--- src/rtl/div_display_pkg.sv ---
// Shared state encoding and 7-segment glyphs for the divider result display.
// Segments are active-low, bit 0 = a ... bit 6 = g.
package div_display_pkg;

  typedef enum logic [1:0] {IDLE, CONV_Q, CONV_R} conv_state_t;

  localparam logic [6:0] SEG_BLANK = 7'h7F;
  localparam logic [6:0] SEG_Q     = 7'b0011000;
  localparam logic [6:0] SEG_R     = 7'b0101111;

  function automatic logic [6:0] seg_of_bcd(logic [3:0] digit);
    case (digit)
      4'd0:    return 7'b1000000;
      4'd1:    return 7'b1111001;
      4'd2:    return 7'b0100100;
      4'd3:    return 7'b0110000;
      4'd4:    return 7'b0011001;
      4'd5:    return 7'b0010010;
      4'd6:    return 7'b0000010;
      4'd7:    return 7'b1111000;
      4'd8:    return 7'b0000000;
      4'd9:    return 7'b0010000;
      default: return SEG_BLANK;
    endcase
  endfunction

endpackage

--- src/rtl/div_result_display_bin2bcd_serial.sv ---
// Serial double-dabble: one binary bit per cycle, WIDTH cycles per conversion.
// done_o is high during the last shift cycle; bcd_o then holds the finished result.
module bin2bcd_serial #(
  parameter int WIDTH      = 16,
  parameter int BCD_DIGITS = 5
) (
  input  logic                    clk,
  input  logic                    rst,
  input  logic                    start_i,
  input  logic [WIDTH-1:0]        bin_i,
  output logic                    busy_o,
  output logic                    done_o,
  output logic [4*BCD_DIGITS-1:0] bcd_o
);

  localparam int BCD_W = 4 * BCD_DIGITS;
  localparam int CNT_W = (WIDTH > 1) ? $clog2(WIDTH) : 1;

  logic [WIDTH-1:0] bin_q;
  logic [BCD_W-1:0] bcd_q;
  logic [BCD_W-1:0] bcd_adj;
  logic [CNT_W-1:0] cnt_q;
  logic             busy_q;

  // NOTE: every signal driven here gets a default first, so no latch is inferred.
  always_comb begin
    bcd_adj = bcd_q;
    for (int i = 0; i < BCD_DIGITS; i++) begin
      if (bcd_q[4*i +: 4] >= 4'd5) bcd_adj[4*i +: 4] = bcd_q[4*i +: 4] + 4'd3;
    end
  end

  assign bcd_o  = (bcd_adj << 1) | {{(BCD_W-1){1'b0}}, bin_q[WIDTH-1]};
  assign done_o = busy_q && (cnt_q == CNT_W'(WIDTH-1));
  assign busy_o = busy_q;

  // NOTE: registers use <= so every flop samples pre-edge values.
  always_ff @(posedge clk) begin
    if (rst) begin
      bin_q  <= '0;
      bcd_q  <= '0;
      cnt_q  <= '0;
      busy_q <= 1'b0;
    end else if (start_i) begin
      bin_q  <= bin_i;
      bcd_q  <= '0;
      cnt_q  <= '0;
      busy_q <= 1'b1;
    end else if (busy_q) begin
      bin_q <= bin_q << 1;
      bcd_q <= bcd_o;
      cnt_q <= cnt_q + CNT_W'(1);
      if (done_o) busy_q <= 1'b0;
    end
  end

endmodule

--- src/rtl/div_result_display.sv ---
// Converts the divider's quotient/remainder to BCD and scans them onto an
// 8-digit multiplexed 7-segment display with a 'q'/'r' label on digit 7.
module div_result_display
  import div_display_pkg::*;
#(
  parameter int REFRESH_DIV = 100000,
  parameter int WIDTH       = 16,
  parameter int BCD_DIGITS  = 5
) (
  input  logic             clk,
  input  logic             rst,
  input  logic             valid_in,
  input  logic [WIDTH-1:0] quotient_in,
  input  logic [WIDTH-1:0] remainder_in,
  input  logic             sel,
  output logic             busy,
  output logic [6:0]       seg,
  output logic [7:0]       an
);

  localparam int BCD_W = 4 * BCD_DIGITS;
  localparam int CNT_W = (REFRESH_DIV > 1) ? $clog2(REFRESH_DIV) : 1;

  conv_state_t      state_q, state_d;
  logic [WIDTH-1:0] rem_shadow_q;
  logic             conv_start, conv_done, conv_busy;
  logic [WIDTH-1:0] conv_bin;
  logic [BCD_W-1:0] conv_bcd;
  logic             store_q, commit;
  logic [BCD_W-1:0] q_hold_q, disp_q_q, disp_r_q;
  logic [CNT_W-1:0] refresh_q;
  logic [2:0]       scan_q;
  logic             sel_q;
  logic [BCD_W-1:0] shown, upper;
  logic [6:0]       seg_q, seg_d;
  logic [7:0]       an_q, an_d;

  bin2bcd_serial #(.WIDTH(WIDTH), .BCD_DIGITS(BCD_DIGITS)) u_conv (
    .clk     (clk),
    .rst     (rst),
    .start_i (conv_start),
    .bin_i   (conv_bin),
    .busy_o  (conv_busy),
    .done_o  (conv_done),
    .bcd_o   (conv_bcd)
  );

  always_ff @(posedge clk) begin
    if (rst) state_q <= IDLE;
    else     state_q <= state_d;
  end

  // A fresh valid_in always wins: it aborts whatever conversion is running.
  always_comb begin
    state_d = state_q;
    if (valid_in) state_d = CONV_Q;
    else begin
      case (state_q)
        CONV_Q:  if (conv_done) state_d = CONV_R;
        CONV_R:  if (conv_done) state_d = IDLE;
        default: ;
      endcase
    end
  end

  always_comb begin
    conv_start = valid_in;
    conv_bin   = quotient_in;
    store_q    = 1'b0;
    commit     = 1'b0;
    if (!valid_in && conv_done) begin
      if (state_q == CONV_Q) begin
        store_q    = 1'b1;
        conv_start = 1'b1;
        conv_bin   = rem_shadow_q;
      end
      if (state_q == CONV_R) commit = 1'b1;
    end
  end

  // The converter's busy flop spans both passes and drops on the commit edge.
  assign busy = conv_busy;

  always_ff @(posedge clk) begin
    if (rst) begin
      rem_shadow_q <= '0;
      q_hold_q     <= '0;
      disp_q_q     <= '0;
      disp_r_q     <= '0;
    end else begin
      if (valid_in) rem_shadow_q <= remainder_in;
      if (store_q)  q_hold_q     <= conv_bcd;
      if (commit) begin
        disp_q_q <= q_hold_q;
        disp_r_q <= conv_bcd;
      end
    end
  end

  // sel is taken at slot boundaries so a digit never changes mid-slot.
  always_ff @(posedge clk) begin
    if (rst) begin
      refresh_q <= '0;
      scan_q    <= '0;
      sel_q     <= 1'b0;
    end else if (refresh_q == CNT_W'(REFRESH_DIV-1)) begin
      refresh_q <= '0;
      scan_q    <= scan_q + 3'd1;
      sel_q     <= sel;
    end else begin
      refresh_q <= refresh_q + CNT_W'(1);
    end
  end

  always_comb begin
    shown = sel_q ? disp_r_q : disp_q_q;
    upper = shown >> (4 * scan_q);
    an_d  = ~(8'd1 << scan_q);
    seg_d = SEG_BLANK;
    if (scan_q == 3'd7) seg_d = sel_q ? SEG_R : SEG_Q;
    else if (int'(scan_q) < BCD_DIGITS && (scan_q == 3'd0 || upper != '0))
      seg_d = seg_of_bcd(upper[3:0]);
  end

  always_ff @(posedge clk) begin
    if (rst) begin
      seg_q <= SEG_BLANK;
      an_q  <= 8'hFF;
    end else begin
      seg_q <= seg_d;
      an_q  <= an_d;
    end
  end

  assign seg = seg_q;
  assign an  = an_q;

endmodule

--- config.mk ---
export PLATFORM = sky130hd
export DESIGN_NAME = div_result_display
export DESIGN_NICKNAME = d
export VERILOG_FILES = /design/src/rtl/div_display_pkg.sv /design/src/rtl/div_result_display_bin2bcd_serial.sv /design/src/rtl/div_result_display.sv
export SDC_FILE = /design/constraint.sdc
export NUM_CORES = 1
export LEC_CHECK = 0
export ABC_AREA = 1
export BUFFER_PORTS_ARGS = -buffer_cell sky130_fd_sc_hd__buf_2
export CELL_PAD_IN_SITES_DETAIL_PLACEMENT = 1
export CELL_PAD_IN_SITES_GLOBAL_PLACEMENT = 2
export CORE_ASPECT_RATIO = 1.25
export CORE_MARGIN = 2
export CORE_UTILIZATION = 37
export DETAILED_ROUTE_END_ITERATION = 16
export GPL_ROUTABILITY_DRIVEN = 0
export PLACE_DENSITY_LB_ADDON = 0.1
export SYNTH_ARGS = -nofsm -noshare
export SYNTH_HDL_FRONTEND = slang
export SYNTH_SLANG_ARGS = --single-unit
--- constraint.sdc ---
create_clock -name clk -period 5.3 [get_ports clk]
set_input_delay 0.265 -clock clk [delete_from_list [all_inputs] [get_ports clk]]
set_output_delay 0.265 -clock clk [all_outputs]
set_load 0.01 [all_outputs]
# ---- Word level (Yosys, flattened, before mapping)
# Memories as Yosys holds them, arrays and structs flattened.
# Cells that the tools add are included.
# W data, S select, Z words.
dict set report totals {
  register_bits 155
  mem_bits_ro 112
  inputBits 36
  out_inout_bits 16
  word_cells 84
  memories 1
}
dict set report classes {
  addsub 8
  n_lt_le_gt_ge 6
  eq_ne 9
  n_shift 2
  muxes 26
  bitwise 2
  n_reduce_logical 15
}
# name depth word_bits rd rd_ports_with_merged_regs wr line
set memory_table {}
lappend memory_table {{(no name shown)} 16 7 1 0 0 div_display_pkg.sv:12} ;# case (digit)
# op n
set op_table {}
lappend op_table {{$mux W16} 4}
lappend op_table {{$ge A4 B3 Y1 const B} 5}
lappend op_table {{$mux W20} 1}
lappend op_table {{$or A20 B1 Y20} 1}
lappend op_table {{$reduce_bool A20 Y1} 1}
lappend op_table {{$shr A20 B5 Y20} 1}
lappend op_table {{$add A17 B1 Y17 const B} 1}
lappend op_table {{$eq A17 B17 Y1 const B} 1}
lappend op_table {{$add A4 B2 Y4 const B} 4}
lappend op_table {{$mux W4} 4}
lappend op_table {{$mux W7} 2}
lappend op_table {{$mux W1} 10}
lappend op_table {{$not A8 Y8} 1}
lappend op_table {{$shl A1 B3 Y8 const A} 1}
lappend op_table {{$mux W6} 1}
lappend op_table {{$ne A3 B3 Y1 const B} 2}
lappend op_table {{$reduce_and A3 Y1} 2}
lappend op_table {{$reduce_or A2 Y1} 3}
lappend op_table {{$add A4 B1 Y4 const B} 1}
lappend op_table {{$eq A4 B4 Y1 const B} 1}
lappend op_table {{$mux W2} 2}
lappend op_table {{$ne A2 B2 Y1 const B} 2}
lappend op_table {{$pmux W2 S2} 1}
lappend op_table {{$reduce_bool A2 Y1} 2}
lappend op_table {{12 further kinds} 14}

# ---- Longest topological paths before layout
# Gate-level depths: netlist of the first run.
dict set report depth {
  word_depth 7
  ltp_mapped 18
  mapped_depth_nobuf 16
}

# ---- Cells and area by module
# A second synthesis of the first run with hierarchy kept.
dict set report unflattened {
  hier_cells 1092
  hier_area_um2 7394.6
}
# module instances cells_each area_each_um2 seq_area_each_um2
set by_module_without_submodules {}
lappend by_module_without_submodules {div_result_display 1 759 5108.6 2282.2}
lappend by_module_without_submodules {bin2bcd_serial 1 333 2285.9 820.8}

# ---- Worst setup path before layout of the first run
# OpenSTA, ideal clock, no wires.
dict set report synth_timing {
  path_kind {register -> register}
  start {register scan_q[1]}
  end {register seg_q[4] (netlist: seg[4])}
  setup_ns 0.061
  t_arrival_ns 1.793
  t_required_ns 5.239
  setup_slack_ns 3.446
  path_stages_with_launch 17
  path_buffers 1
  synth_period_minus_slack_ns 1.854
  path_cell_list {dfxtp_1 buf_4 inv_2 nand2_1 nor2_1 o21ai_0 nand3_1 o21ai_2 ha_1 inv_1 a21oi_1 nand3_1 o21ai_1 nand2_2 nand2_1 nand2_1 nand2_1}
}
dict set report synth_via {
  elab_chain_cells 6
  word_cells_on_any_way 10
  cone_classes {order compare (1); eq/ne (1); shift (1); mux (2); reduce/logical (4); memory (1)}
}
# element line
set synth_rtl {}
lappend synth_rtl {{start: declaration} div_result_display.sv:32} ;# logic [2:0] scan_q;
lappend synth_rtl {{start signal: assignment} div_result_display.sv:108} ;# scan_q <= scan_q + 3'd1;
lappend synth_rtl {{parallel branches: the longest is 5 deep, another holds $mem_v2 Z16 W7} n/a}
lappend synth_rtl {{$mux W7 *} div_result_display.sv:120} ;# if (scan_q == 3'd7) seg_d = sel_q ? SEG_R : SEG_Q;
lappend synth_rtl {{end signal: assignment} div_result_display.sv:130} ;# seg_q <= seg_d;
lappend synth_rtl {{end: declaration} div_result_display.sv:35} ;# logic [6:0] seg_q, seg_d;
# Mark *: on every way between the ends.
# A chain may end at the register's enable or synchronous reset.

# ---- Worst setup path in the final report of the first run
dict set report layout_timing {
  start {register sel_q}
  end {register seg_q[4] (netlist: seg[4])}
}
dict set report layout_via {
  elab_chain_cells 7
  word_cells_on_any_way 9
  cone_classes {shift (1); mux (4); reduce/logical (3); memory (1)}
}
# element line
set layout_rtl {}
lappend layout_rtl {{start: declaration} div_result_display.sv:33} ;# logic sel_q;
lappend layout_rtl {{start signal: assignment} div_result_display.sv:109} ;# sel_q <= sel;
lappend layout_rtl {{parallel branches: the longest is 6 deep, another holds $mem_v2 Z16 W7} n/a}
lappend layout_rtl {{$mux W7 *} div_result_display.sv:120}
# Marks and branches as above.

==> results.md, run 1 <==
- Syn. warnings: 0
- CP Capture Type: flop
- Cts repair resizes: 0
- Worst path required time: roughly 5.7 ns
- TNS Setup: 0 ns
- Crit path DAT: about 3.4 ns
- Die W: between 100 and 150 um
- Drt wl/cell: 14.6 um
- Synth area leader: dfxtp_1
- Hold_buf cts: 0
- PortBufs: about 50
- Largest net degree at the start of global routing: slightly above 70
- Async S/R FF share, synth: 0%
- GR Util met2: between 30% and 40%
- Initial antenna violation count: 0
- Post-Route WL: about 18000 um
- Gate Count Post-Synth: 980
- Met3 Track Usage GR: 3.98%
- Switching Share: between 20% and 30%
- Seq cells post-synth: around 160
- Startpoint Class: flop
- Max-Cap Viols: 0
- Fin worst setup slack: 2.31 ns
- Hold path endpoint: rem_shadow_q[15]
- IO Pins: 52
- Clk slew on worst S/H paths: 0.06 ns
- Final Slew Violations: 0
- Rows: 56
- Initial DRC Count: between 300 and 400
- Sw Pwr: roughly 0.00058 W
- R2r setup slk: about 2.3 ns
- Fmax: roughly 330 MHz
- Seq pwr share: ~44%
- Routing usage on met1: 25.0%
- CTS buffer count: 17
- Via count: ~6200
- Hold Path Class: in -> reg
- Clock network power share: slightly above 50%
- GR peak layer: met2
- Register-to-Register Path Depth: 13
- Synth top area share: between 40% and 50%
- Cell Pwr Density: between 300 and 400 nW/um2
- Most frequent cell after synthesis: nand2_1
- Drt first pass iters: 4
- Later-pin clock latency in the skew report: around 0.43 ns
- Area of the mapped netlist: approximately 7100 um2
- VDD IR max: about 0.00021 V
- All-Layer GR Usage: a little under a fifth
- Power Internal: 0.00216 W
- Core Region: 18800 um2
- Antenna-violating nets left: 0
- Combinational Power Share: ~4.6%
- RR Endpoint: seg[4]
- CTS H-tree lvls: 4
- Setup Fix Bufs, Post-CTS: 0
- DRC: 0
- # clock sinks: 155
- Die ar.: 20300 um2
- Clock Tree Buf Depth: 2
- Layout area overhead: 14.5%
- Syn Area/Cell: slightly above 7 um2
- Final HPWL DP: roughly 13000 um
- Number of global-route vias before repair: around 6300
- Pre-CTS setup slack: 2.24 ns
- Synth unique cells: 40
- First-pass GRT wire length: between 30000 and 40000 um
- Synth Flop Type: dfxtp_1
- Initial Util: a little under two fifths
- Net count reported at finish: about 1100
- Vias per cell: between 4 and 5
- Max FO, Critical Path: 27
- Relative slew margins: a little under a third
- Residual overflow from global routing: 0
- Worst Min Path Start: remainder_in[15]
- Final setup vio count: 0
- Outcome: finished, final reports clean
- Endpoints failing hold: 0
- Critical path class: reg -> reg
- WHS Path Cells: 3
- Dpl cells: around 1200
- Die Span Y: between 150 and 200 um
- Leakage power: approximately 3.5 nW
- Number of flops mapped to enable cells by yosys: 0
- Post-synth top cells: 198 x nand2_1, 155 x dfxtp_1, 129 x nor2_1
- Clk root buf: clkbuf_16
- Antenna diodes: 0
- Clk_skew: 0.00869 ns
- Final worst path period need: 2.99 ns
- Seq/Total Area, Yosys: between 40% and 50%
- RSZ-0062 raised after global routing: false
- Final Total Pwr: 0.00274 W
- CTS tree: done
- Final cell count without fillers: between 1000 and 1500
- FILL cells: roughly 2400
- Reg2reg start: sel_q
- Fraction of layout cells with a size suffix above 1: roughly a tenth
- Worst Tran Pin Value: 1.03 ns
- Fin crit share: 56.4%
- Net count of the mapped netlist: between 1000 and 1500
- Ranking of synthesized cells by area: dfxtp_1 44%, nand2_1 10%, o21ai_0 7.8%
- Final Core Density: 43.2%
## flip-flops by register name, indices dropped and copies added (netlist names)
signal         cells
scan_q             3
sel_q              1
disp_q_q          20
q_hold_q          20
u_conv.bcd_q      20
u_conv.bin_q      16
state_q            2
refresh_q         17
u_conv.cnt_q       4
u_conv.busy_o      1
seg                7
disp_r_q          20
an                 8
rem_shadow_q      16
## worst max-delay path, stage by stage (launching register included)
cell and delay, ns:
dfxtp_1 0.99, o21ai_0 0.34, o21ai_0 0.37, nor2_1 0.13, o21ai_2 0.23, ha_1 0.18, inv_1 0.05, a21oi_1 0.11
nand3_1 0.08, o21ai_1 0.11, nand2_2 0.13, nand2_1 0.08, nand2_1 0.05, nand2_1 0.06
## kinds of logic (layout without fill, tap and decap cells)
logic type / count (synthesis) / after routing / synth area share [%]
buffers and inverters: 134 / 173 / 7.89
xor gates and xnor gates: 9 / 9 / 1.11
adders and majority gates: 23 / 23 / 4.06
DFF: 155 / 155 / 43.8
AOI/OAI and AO/OA: 254 / 254 / 19.2
and+or+nand+nor: 405 / 405 / 24.0
## cell usage in the layout (no fill, tap or decap), types with 2 or more instances in the layout
cell type | netlist | layout
o21ai_0 | 111 | 111
xor2_1 | 8 | 8
nand3_2 | 2 | 2
clkbuf_16 | 0 | 17
bufinv_16 | 0 | 6
o21ai_1 | 4 | 4
nor2_4 | 2 | 2
buf_2 | 10 | 51
a31oi_1 | 4 | 4
o21a_1 | 7 | 7
nor2_1 | 129 | 129
nor3_1 | 5 | 5
a221oi_1 | 8 | 8
a21oi_1 | 107 | 107
inv_2 | 2 | 3
nand2_1 | 198 | 198
nand3_1 | 45 | 45
clkbuf_8 | 0 | 3
a211oi_1 | 6 | 6
o211ai_1 | 4 | 4
inv_1 | 81 | 80
buf_4 | 5 | 5
nand2_2 | 5 | 5
ha_1 | 23 | 23
nor3b_1 | 3 | 3
dfxtp_1 | 155 | 155
nand4_1 | 7 | 7
nor2_2 | 2 | 2
clkinv_2 | 0 | 3
o21ai_2 | 2 | 2
## layer usage
layer	part of all wire (%)	wire length, um	vias up
met5	0	0	-
met1	50	9050	2887
li1	-	-	3275
met4	1.2	221	0
met2	47	8600	54
met3	2.1	387	12
## how the worst max path moves through the flow
stage / start / endpoint / slack, ns / cells past startpoint
finish: sel_q / seg[4] / 2.31 / 13
global placement: sel_q / seg[4] / 2.31 / 13
global route: sel_q / seg[0] / 1.92 / 13
detailed placement: sel_q / seg[4] / 2.24 / 13
CTS: sel_q / seg[4] / 2.20 / 13
floorplan: scan_q[1] / seg[4] / 3.45 / 16
## power by group through the flow
stage          Combinational [W]  Sequential (W)  Clock, W
2_1_floorplan          0.0000851         0.00123         0
3_3_place_gp            0.000128         0.00123         0
3_5_place_dp            0.000130         0.00123         0
4_1_cts                 0.000131         0.00121   0.00144
5_1_grt                 0.000148         0.00121   0.00150
6_report                0.000127         0.00121   0.00140
## area by class of cell
class	count	area (um2)	area share, %
repair buffers	56	293	3.61
clock buffers	21	470	5.80
flip-flops and latches	155	3100	38.2
inverters	85	322	3.96
clock inverters	11	213	2.62
multi-input cells	691	3430	42.2
well taps	232	290	3.58
## metrics by stage
stage,hold slack (ns),area (um2)
after floorplan,0.400,7090
after global placement,0.433,7430
after detailed placement,0.448,7430
after CTS,0.0580,8120
after global routing,0.0640,8120
final,0.0706,8120
No activity file was read; power rests on OpenSTA's default activity.
==> run 2: changes to the inputs <==
--- a/config.mk
+++ b/config.mk
@@ -11,7 +11,7 @@
 export CELL_PAD_IN_SITES_GLOBAL_PLACEMENT = 2
 export CORE_ASPECT_RATIO = 1.25
 export CORE_MARGIN = 2
-export CORE_UTILIZATION = 37
+export CORE_UTILIZATION = 31
 export DETAILED_ROUTE_END_ITERATION = 16
 export GPL_ROUTABILITY_DRIVEN = 0
 export PLACE_DENSITY_LB_ADDON = 0.1
==> constraint.sdc (replaced) <==
create_clock -name clk -period 2.55 [get_ports clk]
set_input_delay 0.1275 -clock clk [delete_from_list [all_inputs] [get_ports clk]]
set_output_delay 0.1275 -clock clk [all_outputs]
set_load 0.01 [all_outputs]
==> results.md, run 2 (synthesis results as in run 1) <==
- Final Core Density: roughly two fifths
- Worst setup startpoint: sel_q
- Max FO, Critical Path: 20
- Initial Util: between 30% and 40%
- Post-Route WL: just under 20000 um
- Reg2reg start: sel_q
- Hold path endpoint: u_conv.bin_q[5]
- Worst Tran Pin Value: around 0.56 ns
- CTS H-tree lvls: 4
- Fraction of layout cells with a size suffix above 1: a little under an eighth
- Worst Min Path Start: quotient_in[5]
- Startpoint Class: flop
- First-pass GRT wire length: around 34000 um
- Setup Fix Bufs, Post-CTS: 0
- Worst path required time: between 2 and 3 ns
- Relative slew margins: around 62%
- Final Total Pwr: 0.00558 W
- Most frequent cells in the layout: 198 x nand2_1, 153 x dfxtp_1, 129 x nor2_1
- Critical path class: reg -> reg
- Clk root buf: clkbuf_16
- Clk slew on worst S/H paths: ~0.070 ns
- VDD IR max: about 0.00045 V
- Die W: 139 um
- Fmax: ~450 MHz
- Later-pin clock latency in the skew report: about 0.43 ns
- Delay-heaviest family, CP: simple AND/OR/NAND/NOR gates
- Endpoints failing hold: 0
- Final Slew Violations: 0
- Drt wl/cell: 14.8 um
- Cell Pwr Density: ~650 nW/um2
- Hold Path Class: in -> reg
- Clk_skew: 0.00790 ns
- Leakage power: about 3.6 nW
- R2r setup slk: approximately 0.34 ns
- Commonest non-fill, non-tap cell in the layout: nand2_1
- Via count: 6421
- Most frequent CP cell: nand2_1
- CTS tree: done
- WP buf/inv: 2
- Final worst path period need: around 2.2 ns
- # clock sinks: between 150 and 200
- WHS Path Cells: 3
- Residual overflow from global routing: 0
- Antenna-violating nets left: 0
- Drt first pass iters: 4
- Fin crit share: between 80% and 90%
- Max-Cap Viols: 0
- Worst path slowest cell: dfxtp_2
- CTS buffer count: 17
- CP Cell Sequence: buf_6 > nand2_1 > o211ai_1 > nand3_1 > o21ai_2 > ha_1 > inv_1 > a21oi_1 > nand3_1 > o21ai_1 > nand2_2 > nand2_1 > nand2_1 > nand2_1
- Die Span Y: about 170 um
- Fin worst setup slack: approximately 0.34 ns
- RR Endpoint: seg[4]
- Clock Tree Buf Depth: 2
- Final HPWL DP: approximately 14000 um
- Pre-CTS setup slack: about 0.18 ns
- Initial antenna violation count: 0
- Die ar.: ~24000 um2
- Rows: 61
- Antenna diodes: 0
- CP Capture Type: flop
- Largest stage delay, worst path: around 0.42 ns
- Register-to-Register Path Depth: 14
- PortBufs: 51
- Final setup vio count: 0
- IO Pins: 52
- TNS Setup: 0 ns
- Layout area overhead: 20.3%
- Net count reported at finish: 1105
- Largest net degree at the start of global routing: 75
- Core Region: 22400 um2
- All-Layer GR Usage: between 10% and 20%
- Number of global-route vias before repair: around 6700
- Vias per cell: about 4.8
- Outcome: finished, final reports clean
- Hold WS: between 0.006 and 0.007 ns
- RSZ-0062 raised after global routing: false
- DRC: 0
- Initial DRC Count: 269
- Crit path DAT: roughly 2.6 ns
[run 2: changes by cell type in the layout (fill, tap and decap cells not counted), moves of 2 or more]
| cell | previous run | this run |
|---|---|---|
| dlygate4sd3_1 | 0 | 27 |
| buf_4 | 5 | 15 |
| clkinv_4 | 1 | 4 |
| buf_12 | 0 | 2 |
| bufinv_16 | 6 | 4 |
| clkbuf_8 | 3 | 1 |
| clkinv_2 | 3 | 1 |
| clkinvlp_4 | 0 | 2 |
| dfxtp_1 | 155 | 153 |
| dfxtp_2 | 0 | 2 |
[run 2: cell type report]
cell class,instances,area (um2)
well taps,283,354
inverters,85,322
clock inverters,13,193
fillers,2774,13800
repair buffers,96,689
multi-input cells,691,3430
clock buffers,18,439
flip-flops and latches,155,3110
[run 2: layer usage]
metal | track usage [%] | wire (um)
met2 | 29.7 | 9670
met4 | 5.43 | 306
met3 | 2.69 | 362
met1 | 21.8 | 9460
met5 | 0 | 0
[run 2: worst register-to-register path: stages (launching register included)]
cell and delay (ns):
dfxtp_2 0.42, buf_6 0.21, nand2_1 0.10, o211ai_1 0.11, nand3_1 0.15, o21ai_2 0.26
ha_1 0.19, inv_1 0.05, a21oi_1 0.14, nand3_1 0.10, o21ai_1 0.11, nand2_2 0.13
nand2_1 0.08, nand2_1 0.05, nand2_1 0.07
[run 2: worst max-delay path by stage]
stage,cells after the start,end
floorplan,16,seg[4]
global placement,14,seg[4]
detailed placement,14,seg[4]
CTS,14,seg[4]
global route,15,seg[5]
finish,14,seg[4]
[run 2: power by group]
part           leakage (nW)  switching [W]  internal (W)  total [W]
combinational          2.07       0.000185      0.000123   0.000308
sequential             1.26      0.0000305       0.00248    0.00251
clock                 0.303        0.00110       0.00167    0.00277
total                  3.64        0.00131       0.00427    0.00558
[run 2: metrics by stage]
step	area, um2	cells
2_1_floorplan	7090	980
3_3_place_gp	7620	1283
3_5_place_dp	7620	1283
4_1_cts	8520	1341
5_1_grt	8530	1341
6_report	8530	1341
[run 2: what timing repair did]
action / CTS / global route
hold buffers: 27 / 0
endpoints found under the setup margin: 0 / 6
hold endpoints to repair: 27 / 0
resized for setup: 0 / 4
==> run 3: changes to the inputs <==
--- a/config.mk
+++ b/config.mk
@@ -5,16 +5,17 @@
 export SDC_FILE = /design/constraint.sdc
 export NUM_CORES = 1
 export LEC_CHECK = 0
-export ABC_AREA = 1
 export BUFFER_PORTS_ARGS = -buffer_cell sky130_fd_sc_hd__buf_2
 export CELL_PAD_IN_SITES_DETAIL_PLACEMENT = 1
 export CELL_PAD_IN_SITES_GLOBAL_PLACEMENT = 2
 export CORE_ASPECT_RATIO = 1.25
 export CORE_MARGIN = 2
-export CORE_UTILIZATION = 31
+export CORE_UTILIZATION = 33
 export DETAILED_ROUTE_END_ITERATION = 16
 export GPL_ROUTABILITY_DRIVEN = 0
+export HOLD_SLACK_MARGIN = 0.06
 export PLACE_DENSITY_LB_ADDON = 0.1
 export SYNTH_ARGS = -nofsm -noshare
 export SYNTH_HDL_FRONTEND = slang
 export SYNTH_SLANG_ARGS = --single-unit
+export TNS_END_PERCENT = 5
==> results.md, run 3 <==
- Most frequent cells in the layout: 152 x dfxtp_1, 129 x nand2_1, 116 x nor2_1
- Ranking of synthesized cells by area: dfxtp_1 45%, mux2i_1 7.2%, nand2_1 7.0%
- Final setup vio count: 0
- Register-to-Register Path Depth: 10
- PortBufs: just over 50
- Gate Count Post-Synth: between 800 and 900
- Clk root buf: clkbuf_16
- Max-Cap Viols: 0
- Worst Min Path Start: rst
- Fraction of layout cells with a size suffix above 1: between 10 and 15%
- Area of the mapped netlist: 6940 um2
- Clock Tree Buf Depth: 2
- Final Core Density: between 40 and 50%
- Synth unique cells: 51
- IO Pins: between 50 and 60
- Switching Share: 23.5%
- Number of global-route vias before repair: ~6300
- Syn. warnings: 0
- Seq pwr share: about 48%
- Synth area leader: dfxtp_1
- Seq cells post-synth: about 160
- Reg2reg start: scan_q[0]
- Residual overflow from global routing: 0
- Clk slew on worst S/H paths: roughly 0.06 ns
- Via count: 5936
- Net count of the mapped netlist: 886
- Sw Pwr: between 0.001 and 0.0015 W
- Die Span Y: ~170 um
- Hold WS: between 0.1 and 0.15 ns
- Number of flops mapped to enable cells by yosys: 0
- DRC: 0
- Power Internal: about 0.0040 W
- Worst Tran Pin Value: approximately 0.67 ns
- Initial Util: around a third
- Die W: ~130 um
- Vias per cell: 4.96
- Startpoint Class: flop
- WHS Path Cells: 2
- Fin crit share: 95.0%
- Crit path DAT: 2.79 ns
- VDD IR max: roughly 0.00045 V
- Largest net degree at the start of global routing: between 50 and 60
- Worst path required time: about 2.9 ns
- Leakage power: 3.13 nW
- Relative slew margins: between 50% and 60%
- Post-synth top cells: 155 x dfxtp_1, 130 x nand2_1, 117 x nor2_1
- Commonest non-fill, non-tap cell in the layout: dfxtp_1
- CTS H-tree lvls: 4
- CTS buffer count: 17
- Synth Flop Type: dfxtp_1
- Cell Pwr Density: 617 nW/um2
- Net count reported at finish: 968
- FILL cells: 2443
- Later-pin clock latency in the skew report: 0.43 ns
- Async S/R FF share, synth: 0%
- Initial antenna violation count: 0
- Core Region: ~21000 um2
- Fmax: 413 MHz
- Outcome: finished, final reports clean
- Die ar.: around 22000 um2
- CP Capture Type: flop
- Drt first pass iters: 4
- Critical path class: reg -> reg
- Area occupied by multi-input gates: approximately 3600 um2
- Clk_skew: 0.00946 ns
- # clock sinks: between 150 and 200
- Syn Area/Cell: ~8.4 um2
- Most frequent cell after synthesis: dfxtp_1
- Seq/Total Area, Yosys: 44.7%
- Endpoints failing hold: 0
- Register area: approximately 3100 um2
- Max FO, Critical Path: 4
- Antenna diodes: 0
- Layout area overhead: 22.4%
- Synth top area share: between 40 and 50%
- Rows: around 60
- Hold path endpoint: disp_q_q[11]
- Hold Path Class: in -> reg
- CTS tree: done
- R2r setup slk: around 0.13 ns
- Antenna-violating nets left: 0
- All-Layer GR Usage: between 10% and 20%
- Post-Route WL: about 18000 um
- Final HPWL DP: about 13000 um
- Clock network power share: between 40% and 50%
- Initial DRC Count: roughly 200
- First-pass GRT wire length: roughly 31000 um
- Combinational Power Share: under 10%
- Final Slew Violations: 0
- RR Endpoint: seg[6]
- Final worst path period need: between 2 and 2.5 ns
- Drt wl/cell: between 15 and 20 um
run 3: per-stage QoR:
step	cells	cell area, um2	setup WS [ns]	setup TNS (ns)	power, W
finish	1196	8490	0.127	0	0.00524
global route	1196	8490	-0.0143	-0.0143	0.00549
CTS	1193	8450	0.00924	0	0.00533
detailed placement	1127	7540	0.0292	0	0.00282
global placement	1127	7540	0.0824	0	0.00280
floorplan	827	6950	0.0112	0	0.00273
run 3: cell families (layout without fill, tap and decap cells):
kind of cell	after synthesis	count (layout)	share of synthesized area, %
compound gates	166	166	14.1
mux	55	55	8.78
xor+xnor	24	24	3.03
flops	155	155	44.7
simple gates	334	334	21.0
buf+inv	70	165	4.29
fa+ha+maj	23	23	4.15
run 3: what timing repair did:
action,in CTS,in global routing
hold buffers,34,0
setup endpoints to repair,0,6
setup buffers,0,3
endpoints found under the hold margin,34,0
gates resized for setup,0,8
run 3: worst max path at each step:
| stage | from | endpoint | slack (ns) | cells past startpoint |
|---|---|---|---|---|
| 4_1_cts | scan_q[0] | seg[6] | 0.009 | 10 |
| 5_1_grt | scan_q[0] | seg[6] | -0.01 | 10 |
| 3_5_place_dp | scan_q[0] | seg[6] | 0.03 | 10 |
| 3_3_place_gp | scan_q[0] | seg[6] | 0.08 | 10 |
| 6_report | scan_q[0] | seg[6] | 0.13 | 10 |
| 2_1_floorplan | sel_q | seg[6] | 0.01 | 14 |
run 3: critical path, cell delays in order, from the launching register on:
cell,delay (ns)
dfxtp_4,0.38
mux4_2,0.53
mux2i_2,0.21
o22ai_2,0.11
inv_1,0.09
ha_1,0.16
a21boi_1,0.14
o21ai_1,0.10
o32a_1,0.41
a21oi_2,0.13
a211o_1,0.11
run 3: power groups by stage:
| stage | combinational, W | sequential [W] | clock, W |
|---|---|---|---|
| after global placement | 0.000249 | 0.00255 | 0 |
| after CTS | 0.000299 | 0.00250 | 0.00253 |
| after detailed placement | 0.000258 | 0.00256 | 0 |
| after floorplan | 0.000178 | 0.00255 | 0 |
| final | 0.000294 | 0.00250 | 0.00245 |
| after global routing | 0.000332 | 0.00251 | 0.00265 |
run 3: area by class of cell:
type	instances	share of cell area, %
Multi-Input combinational cell	602	42.0
Sequential cell	155	36.6
Timing Repair Buffer	115	9.89
Clock buffer	20	5.38
Tap cell	274	4.04
Clock inverter	12	1.33
Inverter	18	0.796
run 3: layer usage:
metal / wire length (um) / track usage (%) / share of wire, %
met1: 8050 / 20.4 / 44
met2: 9710 / 31.8 / 53
met3: 330 / 3.42 / 1.8
met4: 193 / 5.00 / 1.1
met5: 0 / 0 / 0
